<file path="src/rtl/ram_port_arbiter.sv">
// ram_port_arbiter: round-robin share of one RAM port between fetch (r0) and load/store (r1),
// with an r1 lock for atomic sequences and a 2-stage tag routing read data back to its issuer.
module ram_port_arbiter #(
   parameter int DATA_WIDTH = 32,
   parameter int ADDR_WIDTH = 32
) (
   input  logic                  clk_i,
   input  logic                  rst_ni,
   input  logic                  r0_req_i,
   input  logic                  r0_we_i,
   input  logic [ADDR_WIDTH-1:0] r0_addr_i,
   input  logic [DATA_WIDTH-1:0] r0_wdata_i,
   output logic                  r0_gnt_o,
   output logic                  r0_rvalid_o,
   output logic [DATA_WIDTH-1:0] r0_rdata_o,
   input  logic                  r1_req_i,
   input  logic                  r1_we_i,
   input  logic [ADDR_WIDTH-1:0] r1_addr_i,
   input  logic [DATA_WIDTH-1:0] r1_wdata_i,
   input  logic                  r1_lock_i,
   output logic                  r1_gnt_o,
   output logic                  r1_rvalid_o,
   output logic [DATA_WIDTH-1:0] r1_rdata_o,
   output logic                  ram_en_o,
   output logic                  ram_we_o,
   output logic [ADDR_WIDTH-1:0] ram_addr_o,
   output logic [DATA_WIDTH-1:0] ram_wdata_o,
   input  logic [DATA_WIDTH-1:0] ram_rdata_i
);
   localparam logic ARB = 1'b0;
   localparam logic LOCKED = 1'b1;
   logic                  r_state, w_state_nxt;
   logic                  r_ptr, w_ptr_nxt;
   logic                  w_gnt0, w_gnt1;
   logic                  r_en, r_we;
   logic [ADDR_WIDTH-1:0] r_addr;
   logic [DATA_WIDTH-1:0] r_wdata;
   logic [1:0]            r_tag_v, r_tag_o;

   always_ff @(posedge clk_i) begin
      if (!rst_ni) begin
         r_state <= ARB;
         r_ptr   <= 1'b0;
      end else begin
         r_state <= w_state_nxt;
         r_ptr   <= w_ptr_nxt;
      end
   end

   // Pointer is frozen while locked, and handed to fetch when the lock is released.
   always_comb begin
      w_state_nxt = w_gnt1 ? (r1_lock_i ? LOCKED : ARB) : r_state;
      w_ptr_nxt = (r_state == ARB) ? (w_gnt0 ? 1'b1 : (w_gnt1 ? 1'b0 : r_ptr))
                                   : ((w_gnt1 && !r1_lock_i) ? 1'b0 : r_ptr);
   end

   always_comb begin
      w_gnt0 = rst_ni && (r_state == ARB) && r0_req_i && (!r1_req_i || !r_ptr);
      w_gnt1 = rst_ni && r1_req_i && ((r_state == LOCKED) || !r0_req_i || r_ptr);
   end

   always_ff @(posedge clk_i) begin
      if (!rst_ni) begin
         r_en    <= 1'b0;
         r_we    <= 1'b0;
         r_addr  <= '0;
         r_wdata <= '0;
         r_tag_v <= '0;
         r_tag_o <= '0;
      end else begin
         r_en    <= w_gnt0 || w_gnt1;
         r_we    <= w_gnt0 ? r0_we_i : (w_gnt1 ? r1_we_i : 1'b0);
         if (w_gnt0 || w_gnt1) begin
            r_addr  <= w_gnt0 ? r0_addr_i : r1_addr_i;
            r_wdata <= w_gnt0 ? r0_wdata_i : r1_wdata_i;
         end
         r_tag_v <= {r_tag_v[0], (w_gnt0 && !r0_we_i) || (w_gnt1 && !r1_we_i)};
         r_tag_o <= {r_tag_o[0], w_gnt1};
      end
   end

   assign r0_gnt_o    = w_gnt0;
   assign r1_gnt_o    = w_gnt1;
   assign ram_en_o    = r_en;
   assign ram_we_o    = r_we;
   assign ram_addr_o  = r_addr;
   assign ram_wdata_o = r_wdata;
   assign r0_rvalid_o = r_tag_v[1] && !r_tag_o[1];
   assign r1_rvalid_o = r_tag_v[1] && r_tag_o[1];
   assign r0_rdata_o  = ram_rdata_i;
   assign r1_rdata_o  = ram_rdata_i;
endmodule

</file>
<file path="config.mk">
export PLATFORM = sky130hd
export DESIGN_NAME = ram_port_arbiter
export DESIGN_NICKNAME = d
export VERILOG_FILES = /design/src/rtl/ram_port_arbiter.sv
export SDC_FILE = /design/constraint.sdc
export NUM_CORES = 1
export LEC_CHECK = 0
export CAP_MARGIN = 20
export CORE_ASPECT_RATIO = 0.5
export CORE_MARGIN = 2
export CORE_UTILIZATION = 30
export CTS_CLUSTER_DIAMETER = 60
export DETAILED_ROUTE_END_ITERATION = 12
export GPL_ROUTABILITY_DRIVEN = 0
export PLACE_DENSITY_LB_ADDON = 0.25
export SETUP_SLACK_MARGIN = 0.5
export SLEW_MARGIN = 20
export SYNTH_ARGS = -nofsm -noshare
export SYNTH_HDL_FRONTEND = slang
export SYNTH_SLANG_ARGS = --single-unit
</file>
<file path="constraint.sdc">
create_clock -name clk_i -period 1.6 [get_ports clk_i]
set_input_delay 0.24 -clock clk_i [delete_from_list [all_inputs] [get_ports clk_i]]
set_output_delay 0.24 -clock clk_i [all_outputs]
set_load 0.01 [all_outputs]
</file>
## Word-level counts from Yosys, hierarchy flattened

Index checks and enable logic that the tools add are counted.

| storage, ports and cells | value |
|---|---|
| bits in registers | 72 |
| latch bits | 0 |
| bits in writable memories | 0 |
| memory bits (read-only) | 0 |
| input port bits | 167 |
| output and inout bits | 134 |
| logic and storage cells | 43 |
| memories | 0 |

| operators by class | value |
|---|---|
| add/sub/neg operators | 0 |
| multipliers | 0 |
| divide/modulo/power cells | 0 |
| order comparisons | 0 |
| equality and inequality tests | 1 |
| shift-type cells | 0 |
| muxes and demuxes | 9 |
| bitwise logic cells | 1 |
| reductions and logical operators | 24 |

Operators by type and width:

| kind | number |
|---|---|
| two-way mux 32 bit | 2 |
| logical AND 1 bit | 10 |
| logical NOT 1 bit | 7 |
| two-way mux 1 bit | 7 |
| logical OR 1 bit | 5 |
| nonzero test 3 bit | 1 |
| != test 2 x 1 -> 1 bit (second input constant) | 1 |
| AND reduction 2 bit | 1 |
| inverter 1 bit | 1 |

## Depth between registers and ports, before layout

Gate-level depths: netlist (run 1).

| logic depth | value |
|---|---|
| word-level depth | 7 |
| mapped depth | 6 |
| depth with buffers taken out | 3 |

## Least setup slack after synthesis (run 1)

Ideal clock, no wire load.

| timing path | value |
|---|---|
| path type | input -> output |
| start point | input port r1_req_i |
| end point | output port r0_gnt_o |
| data arrival time | 0.965 ns |
| slack | 0.395 ns |
| stages | 5 |
| buffers on the path | 3 |
| path through | buf_6 > and2_4 > buf_6 > buf_2 > nor2_1 |

| on the way | value |
|---|---|
| word-level cells in the longest chain between the ends | 3 |

Ends and longest elaborated chain:

| item | line | RTL |
|---|---|---|
| from (decl) | 16 | `input logic r1_req_i,` |
| logical NOT 1 bit | 58 | `w_gnt0 = rst_ni && (r_state == ARB) && r0_req_i && (!r1_req_i \|\| !r_ptr);` |
| logical OR 1 bit | 58 |  |
| logical AND 1 bit | 58 |  |
| to (decl) | 13 | `output logic r0_gnt_o,` |

Every way passes these cells.

## Worst setup path in the final report (run 1)

| timing path | value |
|---|---|
| start point | register r_state |
| end point | output port r1_gnt_o |

| on the way | value |
|---|---|
| word-level cells in the longest chain between the ends | 3 |

Ends and longest elaborated chain:

| item | line | RTL |
|---|---|---|
| from (decl) | 32 | `logic r_state, w_state_nxt;` |
| from (signal assigned) | 45 | `r_state <= w_state_nxt;` |
| logical OR 1 bit (2 in series) | 59 | `w_gnt1 = rst_ni && r1_req_i && ((r_state == LOCKED) \|\| !r0_req_i \|\| r_ptr);` |
| logical AND 1 bit | 59 |  |
| to (decl) | 21 | `output logic r1_gnt_o,` |

Every way passes these cells.

==> metrics.txt, run 1 <==
outcome finished, final reports clean; YS warnings 0; number of synthesized flops with an enable pin 0; Netlist cell types 29; leak pwr 0.002819 uW; Synth area leaders dfxtp_1 35%, buf_4 13%, o31ai_1 12%; Clock Root Buffer clkbuf_16; detailed-route wire length per cell between 20 and 25 um; drt total wl 18,420 um; core area 0.01351 sq mm; Synth Area per Inst 8.562 sq um; CP Data Required Time around 1.4 ns; Tmin final 1.531 ns; relative slew slack 43.77%; Die Area ~0.015 sq mm; hold-fix buffers at CTS 0; Area Overhead vs Synth 77.46%; fin crit share a little over nine tenths; Initial Util 30.60%; Power per Cell Area 856.3 mW/mm^2; Setup Skew 0.006035 ns; initial antenna violation count 0; CP Launch Type register; R2R setup slack 0.10 ns; Site Rows 30; CTS tree done; first-pass GRT wire length roughly 27,000 um; Worst R2R Start r_state; RSZ-0062 raised after global routing yes; Crit. End Element primary output; ys async rst share 0%; Seq cells post-synth 72; Post-synth top cells 72 x buf_4, 72 x dfxtp_1, 65 x nand4_1, 64 x o31ai_1, 54 x a31oi_1; Cells after Synth 483; clk buf depth 2; synthesized area 0.004135 sq mm; Reg clk slew, reported paths about 0.060 ns; Worst Tran Pin Value 0.8435 ns; clock latency on the worst-skew pair 0.34 ns; largest net degree at the start of global routing 82; Die W 170.0 um; Clk pwr share 38.5%; Vias 4,678; logic depth of the worst register-to-register path 7; Inserted Diodes 0; final cell count without fillers 830; fraction of layout cells with a size suffix above 1 35.93%; Placed Cells 765; Num CTS Buffers 9; Final Hold Viols 0; Worst VDD drop just over 0.5 mV; Final Max Tran Viols 0; Detailed Routing Iterations Pass 1 4; max-cap violations 0; CP endpoint r1_gnt_o; Min Hold Slack 0.4095 ns; Main synth FF type dfxtp_1; all-layer global routing usage 23.69%; Max Fclk roughly 0.65 GHz; Critical Path Source r_state; RR Endpoint ram_we_o; num ports between 300 and 400; Detailed Place HPWL 10,430 um; sequential cell area fraction in the yosys report 34.86%; leading area contributor after synthesis dfxtp_1; via density per instance 5.636; sw frac between 20 and 30%; grt ovf 0; post-synth top area share 34.86%; CP Class reg2out; Final #Nets 816; worst path arrival time 1.29 ns; Core Util, Final between 50% and 60%; P_int 4565 uW; # clock sinks 72; HP Class in2reg; I/O Buffers 204; combinational share of power 28.8%; vias in the first global route 4,626; Net Count, Synth 650; ANT nets after route 0; Vert. Die Dim 87.02 um; number of remaining DRC errors 0; Crit Path Max Fanout 5; Seq pwr share 32.6%; H-tree levels 3; 1st-iter DRT viols approximately 260; Setup-failing EPs final 0; P_sw ~1700 uW
sequential cells by signal, indices dropped and copies added (netlist names):
register / cells
ram_en_o: 1
ram_wdata_o: 32
ram_we_o: 1
r_ptr: 1
r_tag_v: 2
r_tag_o: 2
r_state: 1
ram_addr_o: 32
layout make-up:
class                   instances  area (sq um)
flip-flops and latches         72          1461
multi-input cells             280          2187
repair buffers                285          3110
fillers                      1176          6175
inverters                       1         3.754
clock inverters                 5         102.6
clock buffers                  11         252.7
well taps                     176         220.2
critical path: stages, from the launching register on:
cell and delay (ns):
dfxtp_4 0.36, or2b_1 0.24, o211a_1 0.22, buf_2 0.14
per-layer routing:
layer  vias to the layer above  global-route usage, %  share of wire [%]
met4                         0                  7.770                1.9
met1                      2295                  27.46                 40
li1                       2154                      -                  -
met2                       201                  42.52                 51
met3                        28                  6.951                7.2
met5                         -                      0                  0
layout by cell type (no fill, tap or decap), types with 2 or more instances in the layout:
| cell | Yosys | routed |
|---|---|---|
| a31oi_1 | 54 | 48 |
| a31oi_2 | 10 | 11 |
| a31oi_4 | 0 | 5 |
| and2_1 | 3 | 2 |
| and2_4 | 1 | 2 |
| buf_12 | 0 | 20 |
| buf_16 | 0 | 21 |
| buf_2 | 22 | 65 |
| buf_4 | 72 | 17 |
| buf_6 | 10 | 27 |
| buf_8 | 0 | 2 |
| bufinv_16 | 0 | 3 |
| clkbuf_16 | 0 | 10 |
| clkbuf_8 | 0 | 2 |
| clkdlybuf4s50_1 | 0 | 131 |
| dfxtp_1 | 72 | 58 |
| dfxtp_2 | 0 | 13 |
| nand4_1 | 65 | 65 |
| nor2b_4 | 0 | 2 |
| o211a_1 | 2 | 2 |
| o21ai_0 | 51 | 9 |
| o21ai_1 | 14 | 46 |
| o21ai_2 | 0 | 10 |
| o31ai_1 | 64 | 46 |
| o31ai_2 | 0 | 6 |
| o31ai_4 | 0 | 12 |
power groups by stage:
stage | Clock [uW] | Combinational [uW] | Sequential [uW]
6_report | 2420 | 1810 | 2050
5_1_grt | 2540 | 1920 | 2070
4_1_cts | 2470 | 1670 | 2030
3_5_place_dp | 0 | 1440 | 2070
3_3_place_gp | 0 | 1430 | 2070
2_1_floorplan | 0 | 711 | 2140
how the worst min path moves through the flow:
stage / startpoint / endpoint / slack (ns) / cells after the start
after floorplan: r1_we_i / r_tag_v[0] / 0.39 / 2
after global placement: r_tag_v[0] / r_tag_v[1] / 0.42 / 1
after detailed placement: r_tag_o[0] / r_tag_o[1] / 0.42 / 1
after CTS: r1_req_i / r_tag_o[0] / 0.38 / 3
after global routing: r1_req_i / r_tag_o[0] / 0.41 / 3
final: rst_ni / r_tag_v[0] / 0.41 / 4
through the flow:
stage	cell area (sq um)	setup TNS, ns	total power, uW	setup WS, ns
final	7338	0	6284	0.06873
after global routing	7338	0	6525	0.01217
after detailed placement	5974	-4.684	3506	-0.3382
after global placement	5974	-5.349	3498	-0.3351
after floorplan	4200	0	2847	0.4560
after CTS	6915	0	6166	0.07409
cells by family (layout without fill, tap and decap cells):
| group | after synthesis | count (layout) | share of synthesized area (%) |
|---|---|---|---|
| AOI/OAI and AO/OA | 201 | 201 | 32.28 |
| buffers and inverters | 131 | 302 | 20.91 |
| and+or+nand+nor | 79 | 79 | 11.95 |
| DFF | 72 | 72 | 34.86 |
repair_timing:
item	4_1_cts	5_1_grt
resized for setup	356	68
buffers inserted	25	4
cloned	19	1
endpoints found under the setup margin	139	79
pin swaps	50	21
Note: power is estimated with default switching activity, not from simulation.
==> inputs of run 2 (changes only) <==
PLACE_DENSITY = 0.68   (was default)
PLACE_DENSITY_LB_ADDON = default   (was 0.25)
==> metrics.txt, run 2 (same netlist as run 1, synthesis figures left out) <==
sw frac 28.51% (+1.1 points); Power per Cell Area 843.4 mW/mm^2 (-1.5%); Detailed Routing Iterations Pass 1 5 (+1); Initial Util 30.60% (unchanged); Clk pwr share 35.6% (-2.9 points); Die Area 0.01480 sq mm (unchanged); core area 0.01351 sq mm (unchanged); Highest Signal Layer met4; dpl cell area 0.005837 sq mm (-2.3%); Final #Nets 803 (-1.6%); Min Hold Slack 0.3764 ns (-0.03304 ns); Tmin final 1.517 ns (-0.01391 ns); 1st-iter DRT viols 426 (+64%); relative slew slack 61.81% (+18 points); Crit Path Max Fanout 3 (-2); Worst Tran Pin Value 0.5729 ns (-0.2706 ns); leak pwr 0.002613 uW (-7.3%); P_sw 1632 uW (-5.1%); multi-input logic area 0.002009 sq mm (-8.1%); register area 0.001455 sq mm (-0.43%); HP Class in2reg; Setup-failing EPs final 0 (unchanged); most frequent cells in the layout 131 x clkdlybuf4s50_1, 69 x buf_2, 65 x nand4_1; Seq pwr share 35.6% (+3.0 points); num ports 301 (unchanged); initial antenna violation count 1 (+1); worst path arrival time 1.28 ns (about the same); RSZ-0062 raised after global routing yes; worst-path cell chain or2b_1 -> o211a_1 -> buf_2; # clock sinks 72 (unchanged); outcome finished, final reports clean; Max Fclk 0.6590 GHz (+0.92%); CP Class reg2out; Vert. Die Dim 87.02 um (unchanged); Worst VDD drop 0.5358 mV (+4.4%); H-tree levels 3 (unchanged); Final Max Tran Viols 0 (unchanged); Detailed Place HPWL 10,010 um (-4.1%); Fillers 1,204 (+2.4%); Clock Root Buffer clkbuf_16; met2 wire length 8380 um (-11%); number of remaining DRC errors 0 (unchanged); vias in the first global route 4,504 (-2.6%); grt ovf 0 (unchanged); hold-fix buffers at CTS 0 (unchanged); highest cell delay on the worst timing path 0.32 ns (-0.04 ns); drt total wl 17,110 um (-7.1%); slowest CP cell dfxtp_2; most common cell after layout, fill and taps aside clkdlybuf4s50_1; clk buf depth 2 (unchanged); all-layer global routing usage 21.99% (-1.7 points); WL met3 1096 um (-17%); Setup Skew 0.005209 ns (-0.0008253 ns); wl on met1 7173 um (-1.6%); Crit. End Element primary output; detailed-route wire length per cell 20.94 um (-5.6%); Area Overhead vs Synth 64.18%; CP Data Required Time 1.36 ns (about the same); Num CTS Buffers 9 (unchanged); I/O Buffers 204 (unchanged); combinational share of power 28.8% (about the same); Final Cell Area 0.006789 sq mm (-7.5%); first-pass GRT wire length 25,390 um (-4.9%); Reg clk slew, reported paths 0.06 ns (about the same); CTS tree done; Die W 170.0 um (unchanged); Site Rows 30 (unchanged); CP Launch Type register; Vias 4,594 (-1.8%); via density per instance 5.623 (-0.23%); overall power 5726 uW (-8.9%); clock latency on the worst-skew pair 0.33 ns (about the same); Final Hold Viols 0 (unchanged); ANT nets after route 0 (unchanged); max-cap violations 0 (unchanged); fraction of layout cells with a size suffix above 1 30.16% (-5.8 points); largest net degree at the start of global routing 84 (+2.4%); fin crit share 94.84% (-0.87 points); P_int 4094 uW (-10%)
[run 2: worst paths after layout]
path / slack, ns / startpoint / cells past startpoint / endpoint
worst max-delay path: 0.08 / r_state / 3 / r1_gnt_o
worst min-delay path: 0.38 / rst_ni / 3 / r_tag_v[0]
worst max register to register: 0.08 / r_state / 8 / ram_wdata_o[24]
worst min register to register: 0.44 / r_tag_v[0] / 1 / r_tag_v[1]
[run 2: power by group through the flow]
stage | clock [uW] | combinational [uW] | sequential [uW]
after detailed placement | 0 | 1380 | 2070
final | 2040 | 1650 | 2040
after floorplan | 0 | 711 | 2140
after global routing | 2150 | 1750 | 2060
after CTS | 2070 | 1570 | 2030
after global placement | 0 | 1370 | 2070
[run 2: timing repair]
item	CTS	global route
cloned	14	1
pin swaps	25	21
resized for setup	338	22
setup endpoints to repair	139	76
setup buffers	24	2
[run 2: area by class of cell]
class / instances / area share [%]
Antenna cell: 1 / 0.03686
Clock inverter: 3 / 0.6266
Multi-Input combinational cell: 280 / 29.60
Sequential cell: 72 / 21.43
Tap cell: 176 / 3.244
Clock buffer: 12 / 3.631
Inverter: 1 / 0.05529
Timing Repair Buffer: 272 / 41.37
[run 2: routing by layer]
layer | up-vias | GRT usage (%)
li1 | 2121 | -
met1 | 2218 | 27.37
met2 | 201 | 37.37
met3 | 54 | 5.679
met4 | 0 | 7.692
met5 | - | 0
[run 2: critical path: cells and delay by family (launching register included)]
kind	cells	cell delay [ns]
flops	1	0.32
buf+inv	1	0.15
simple gates	1	0.24
compound gates	1	0.24
[run 2: per-stage QoR]
stage	util, %	TNS, ns	std cells	setup slack (ns)
2_1_floorplan	-	0	483	0.4560
3_3_place_gp	43.19	-13.98	760	-0.3161
3_5_place_dp	43.19	-14.88	760	-0.3425
4_1_cts	48.75	0	813	0.08977
5_1_grt	50.24	0	817	0.03916
6_report	50.24	0	817	0.08264
==> inputs of run 3 (changes only) <==
GPL_ROUTABILITY_DRIVEN = default   (was 0)
==> results of run 3 <==
Final layout, timing and power as in run 2 (identical DEF).
